[src/rtl/cp0_exc_ctrl.sv]
// CP0 exception/interrupt controller for the five-stage MIPS core (M stage).
// Holds SR/Cause/EPC/PrID, raises int_req for exceptions and enabled
// hardware interrupts, and supplies the eret return address.
module cp0_exc_ctrl #(
  parameter logic [31:0] PRID         = 32'h0000_2018,
  parameter logic [31:0] HANDLER_ADDR = 32'h0000_4180
) (
  input  logic        clk,
  input  logic        reset,
  input  logic [4:0]  a_rd,
  input  logic [4:0]  a_wr,
  input  logic [31:0] din,
  input  logic        we,
  input  logic [31:0] pc_m,
  input  logic        bd_m,
  input  logic [4:0]  exccode_m,
  input  logic        exl_clr,
  input  logic [5:0]  hwint,
  output logic        int_req,
  output logic [31:0] epc,
  output logic [31:0] dout
);

  localparam logic [4:0] REG_SR    = 5'd12;
  localparam logic [4:0] REG_CAUSE = 5'd13;
  localparam logic [4:0] REG_EPC   = 5'd14;
  localparam logic [4:0] REG_PRID  = 5'd15;

  // SR fields
  logic [5:0]  sr_im_q, sr_im_d;
  logic        sr_exl_q, sr_exl_d;
  logic        sr_ie_q, sr_ie_d;
  // Cause fields
  logic        cause_bd_q, cause_bd_d;
  logic [5:0]  cause_ip_q, cause_ip_d;
  logic [4:0]  cause_exc_q, cause_exc_d;
  // EPC
  logic [31:0] epc_q, epc_d;

  logic        irq;
  logic        exc;
  logic [31:0] pc_aligned;
  logic [31:0] sr_word;
  logic [31:0] cause_word;

  // Request is purely combinational; nested requests are masked by EXL and
  // everything is held off while reset is asserted.
  always_comb begin
    irq     = (|(hwint & sr_im_q)) & sr_ie_q & ~sr_exl_q;
    exc     = (exccode_m != 5'd0) & ~sr_exl_q;
    int_req = (irq | exc) & reset;
  end

  // Next-state: one action per edge, int_req > exl_clr > mtc0.
  always_comb begin
    sr_im_d     = sr_im_q;
    sr_exl_d    = sr_exl_q;
    sr_ie_d     = sr_ie_q;
    cause_bd_d  = cause_bd_q;
    cause_exc_d = cause_exc_q;
    epc_d       = epc_q;
    cause_ip_d  = hwint;
    pc_aligned  = {pc_m[31:2], 2'b00};
    if (int_req) begin
      sr_exl_d    = 1'b1;
      cause_exc_d = irq ? 5'd0 : exccode_m;
      cause_bd_d  = bd_m;
      // A delay-slot instruction must restart at its branch.
      epc_d       = bd_m ? (pc_aligned - 32'd4) : pc_aligned;
    end else if (exl_clr) begin
      sr_exl_d = 1'b0;
    end else if (we) begin
      if (a_wr == REG_SR) begin
        sr_im_d  = din[15:10];
        sr_exl_d = din[1];
        sr_ie_d  = din[0];
      end else if (a_wr == REG_EPC) begin
        epc_d = din;
      end
    end
  end

  // State registers with asynchronous active-low clear.
  always_ff @(posedge clk or negedge reset) begin
    if (!reset) begin
      sr_im_q     <= '0;
      sr_exl_q    <= 1'b0;
      sr_ie_q     <= 1'b0;
      cause_bd_q  <= 1'b0;
      cause_ip_q  <= '0;
      cause_exc_q <= '0;
      epc_q       <= '0;
    end else begin
      sr_im_q     <= sr_im_d;
      sr_exl_q    <= sr_exl_d;
      sr_ie_q     <= sr_ie_d;
      cause_bd_q  <= cause_bd_d;
      cause_ip_q  <= cause_ip_d;
      cause_exc_q <= cause_exc_d;
      epc_q       <= epc_d;
    end
  end

  // Read mux and EPC forward so mtc0 EPC directly followed by eret works.
  always_comb begin
    sr_word    = {16'd0, sr_im_q, 8'd0, sr_exl_q, sr_ie_q};
    cause_word = {cause_bd_q, 15'd0, cause_ip_q, 3'd0, cause_exc_q, 2'b00};
    epc        = (we && (a_wr == REG_EPC) && !int_req) ? din : epc_q;
    case (a_rd)
      REG_SR:    dout = sr_word;
      REG_CAUSE: dout = cause_word;
      REG_EPC:   dout = epc_q;
      REG_PRID:  dout = PRID;
      default:   dout = 32'd0;
    endcase
  end

endmodule

[config.mk]
export PLATFORM = sky130hd
export DESIGN_NAME = cp0_exc_ctrl
export DESIGN_NICKNAME = d
export VERILOG_FILES = /design/src/rtl/cp0_exc_ctrl.sv
export SDC_FILE = /design/constraint.sdc
export NUM_CORES = 1
export LEC_CHECK = 0
export CAP_MARGIN = 20
export CORE_MARGIN = 3
export CORE_UTILIZATION = 35
export CTS_CLUSTER_SIZE = 14
export DETAILED_ROUTE_END_ITERATION = 7
export PLACE_DENSITY_LB_ADDON = 0.2
export SLEW_MARGIN = 30
export SYNTH_ARGS = -nofsm -noshare
export SYNTH_HDL_FRONTEND = slang
export SYNTH_SLANG_ARGS = --single-unit
[constraint.sdc]
create_clock -name clk -period 3 [get_ports clk]
set_input_delay 0.3 -clock clk [delete_from_list [all_inputs] [get_ports clk]]
set_output_delay 0.3 -clock clk [all_outputs]
set_load 0.02 [all_outputs]
==> run_results.csv <==
group,metric,value,unit
global_route,grt_start_max_net_pins,77,
sta,slew_viol_final,0,
power,p_total,2.243,mW
global_route,antenna_found_initial,0,
layout,nNetsFinal,629,
sta,min_period,2.910,ns
layout,stdcell_area,5408,um^2
setup_path,critical_path.max_fanout,22,
sta,max_freq,343.6,MHz
sta,worst_slack,0.08967,ns
setup_path,start_kind,"input port",
placed_design,place_area,5386,um^2
layout,utilization,54.32,%
setup_path,critPathKind,"in -> out",
layout,post_layout_nonfiller_instances,672,
layout,area_delta_synth_final,47.66,%
layout,n_antenna_cell,0,
setup_path,reg2reg_slack,0.58,ns
sta,rsz0062_at_grt,"true",
placed_design,dp_hpwl,8290,um
floorplan,fp.dieW,108.3,um
layout,final-seq-area,1301,um^2
layout,multiInputGateArea,2243,um^2
placed_design,dp_slack,-0.1856,ns
floorplan,dieArea,11730,um^2
layout,drive_gt1_share,14.84,%
cts,cts_root_buf,"clkbuf_8",
floorplan,core_area,9955,um^2
logic_synthesis,ys_ff_latch,52,
logic_synthesis,synth_edf_count,0,
cts,cts.sink_count,52,
setup_path,crit_required,2.70,ns
sta,setup_violations,0,
cts,clk_latency,0.30,ns
power,leakagePower,2.133,nW
logic_synthesis,synth_ff_type,"dfrtp_1",
logic_synthesis,synth.net_count,476,
run_status,status,"finished clean",
placed_design,io_buffer_count,152,
global_route,grt_pass1_wl,17590,um
logic_synthesis,ys_types,45,
worst_hold_path,hp-class,"in -> async",
floorplan,start_util,36.79,%
sta,whs,0.1585,ns
logic_synthesis,syn-cell-area,3662,um^2
logic_synthesis,avgSynthCellArea,9.512,um^2
global_route,grt_pass1_vias,3553,
sta,relSlewSlack,55.01,%
detailed_routing,num_vias,3414,
cts,h-tree-depth,2,
detailed_routing,ant_nets,0,
cts,cts_tree,"done",
cts,clk_path_buf_depth,2,
floorplan,die_h,108.3,um
layout,nFillCells,951,
sta,finClkSkew,0.008846,ns
cts,ctsHoldBuffers,0,
global_route,overflow,0,
floorplan,ios,155,
detailed_routing,wl_per_cell,16.10,um
sta,setup-tns-final,0,ns
detailed_routing,drt_pass1_iterations,5,
job,drv_cap,0,
setup_path,r2r_start,"sr_im_q[5]",
logic_synthesis,synthArstFlopShare,100.0,%
floorplan,row_count,36,
sta,hold_viol_final,0,
setup_path,worstPathArrival,2.61,ns
detailed_routing,dr.first_iter.drc_count,145,
setup_path,endpoint_kind,"output port",
logic_synthesis,syn-instance-count,385,
power,irDropWorstVdd,0.2734,mV
cts,cts_made_buffers,5,
setup_path,crit_path_start,"hwint[3]",
cts,clk_pin_slew,0.10,ns
sta,finalCritPeriodShare,97.01,%
detailed_routing,drc,0,
logic_synthesis,ys_seq_area_share,35.53,%
placed_design,place_inst,664,
power,power.density,414.8,nW/um^2
detailed_routing,wirelength,10820,um
logic_synthesis,ys_warn_count,0,
detailed_routing,vias_per_cell,5.080,
sta,worstMarginPinSlew,0.6749,ns
global_route,track_usage,18.61,%
placed_design,place.gp.congestion,0.8615,
where the power goes:
part / switching [mW] / leakage, nW / internal (mW) / total (mW)
combinational: 0.423 / 1.46 / 0.417 / 0.840
clock: 0.235 / 0.0541 / 0.247 / 0.482
sequential: 0.0928 / 0.615 / 0.829 / 0.921
total: 0.751 / 2.13 / 1.49 / 2.24
layout make-up:
type                            count  share of cell area, %
Inverter                            7                 0.4859
Sequential cell                    52                  24.06
Clock buffer                        5                  1.273
Multi-Input combinational cell    304                  41.49
Timing Repair Buffer              168                  28.83
Clock inverter                      3                 0.7867
Tap cell                          133                  3.077
synth_stat cells (2+ instances only):
cell type  count  share of area (%)
o21ai_0        3               0.41
mux2_1        40                 12
a31oi_1        3               0.51
nor4_2         4                1.4
nor4b_1        2               0.48
mux2_2        23                7.1
xnor2_1       23                5.5
and2_1        18                3.1
nor3_1        13                1.8
xor2_1         3               0.72
nor2b_1        5               0.85
or4_4          2               0.61
a21oi_1       28                3.8
nand2_1       15                1.5
a22o_1         3               0.72
nand4_1        2               0.34
or3_1          4               0.68
nor4_1         3               0.51
buf_6          4                1.2
a22oi_1        4               0.82
dfrtp_1       52                 36
mux2i_1       17                4.6
nor2_1        50                5.1
inv_1          7               0.72
nand3_1        8                1.1
nand4b_1       2               0.48
clkbuf_1      17                1.7
o21ai_1       13                1.8
registers in the layout (all words and copies together), names as in the netlist:
register     count
cause_exc_q      5
sr_exl_q         1
epc_q           32
cause_bd_q       1
sr_im_q          6
cause_ip_q       6
sr_ie_q          1
per-layer routing:
| layer | up-vias | routed length [um] | global-route usage [%] |
|---|---|---|---|
| met3 | 9 | 729 | 3.761 |
| li1 | 1674 | - | - |
| met2 | 114 | 5229 | 31.48 |
| met4 | 0 | 157 | 5.140 |
| met5 | - | 0 | 0 |
| met1 | 1617 | 4704 | 24.18 |
cell usage in the layout, fill, tap and decap left out, types with 2 or more instances in the layout:
master and n:
clkdlybuf4s50_1 119, nor4b_1 2, nor2_1 50, xor2_1 3
clkbuf_2 20, inv_1 7, or4_4 2, and2_1 18
clkdlybuf4s15_1 12, dfrtp_1 52, nand4b_1 2, a22oi_1 4
mux2_1 40, nand3_1 8, xnor2_1 23, nand4_1 2
nand2_1 15, clkbuf_8 6, nor4_1 3, a31oi_1 2
a21oi_1 28, o21ai_0 3, buf_4 13, mux2_2 23
nor4_2 4, nor3_1 13, mux2i_1 17, o21ai_1 13
nor2b_1 5, or3_1 4, a22o_1 3
worst max-delay path, cell delays in order:
cell,delay [ns]
clkdlybuf4s50_1,0.43
a22o_1,0.24
o31ai_2,0.24
buf_4,0.16
a31oi_4,0.10
nor3b_4,0.29
buf_12,0.21
mux2_1,0.33
clkdlybuf4s15_1,0.29
kinds of logic (layout without fill, tap and decap cells):
kind of cell,count (synthesis),after routing,share of synthesized area (%)
xor+xnor,26,26,6.218
mux,80,80,24.02
compound gates,59,59,9.293
buf+inv,29,183,3.792
flops,52,52,35.53
simple gates,138,138,20.81
fa+ha+maj,1,1,0.3416
path summary, 6_finish.rpt:
check,to,depth (start not counted)
min in group clk,cause_ip_q[2],1
max,epc[9],9
min reg2reg,cause_bd_q,1
min,sr_im_q[4],2
max in group asynchronous,epc_q[30],2
max reg2reg,sr_ie_q,8
what timing repair did:
item,4_1_cts,5_1_grt
resized for setup,34,53
buffers inserted,0,0
pin swaps,0,0
endpoints found under the setup margin,33,33
Note: power is estimated with default switching activity, not from simulation.
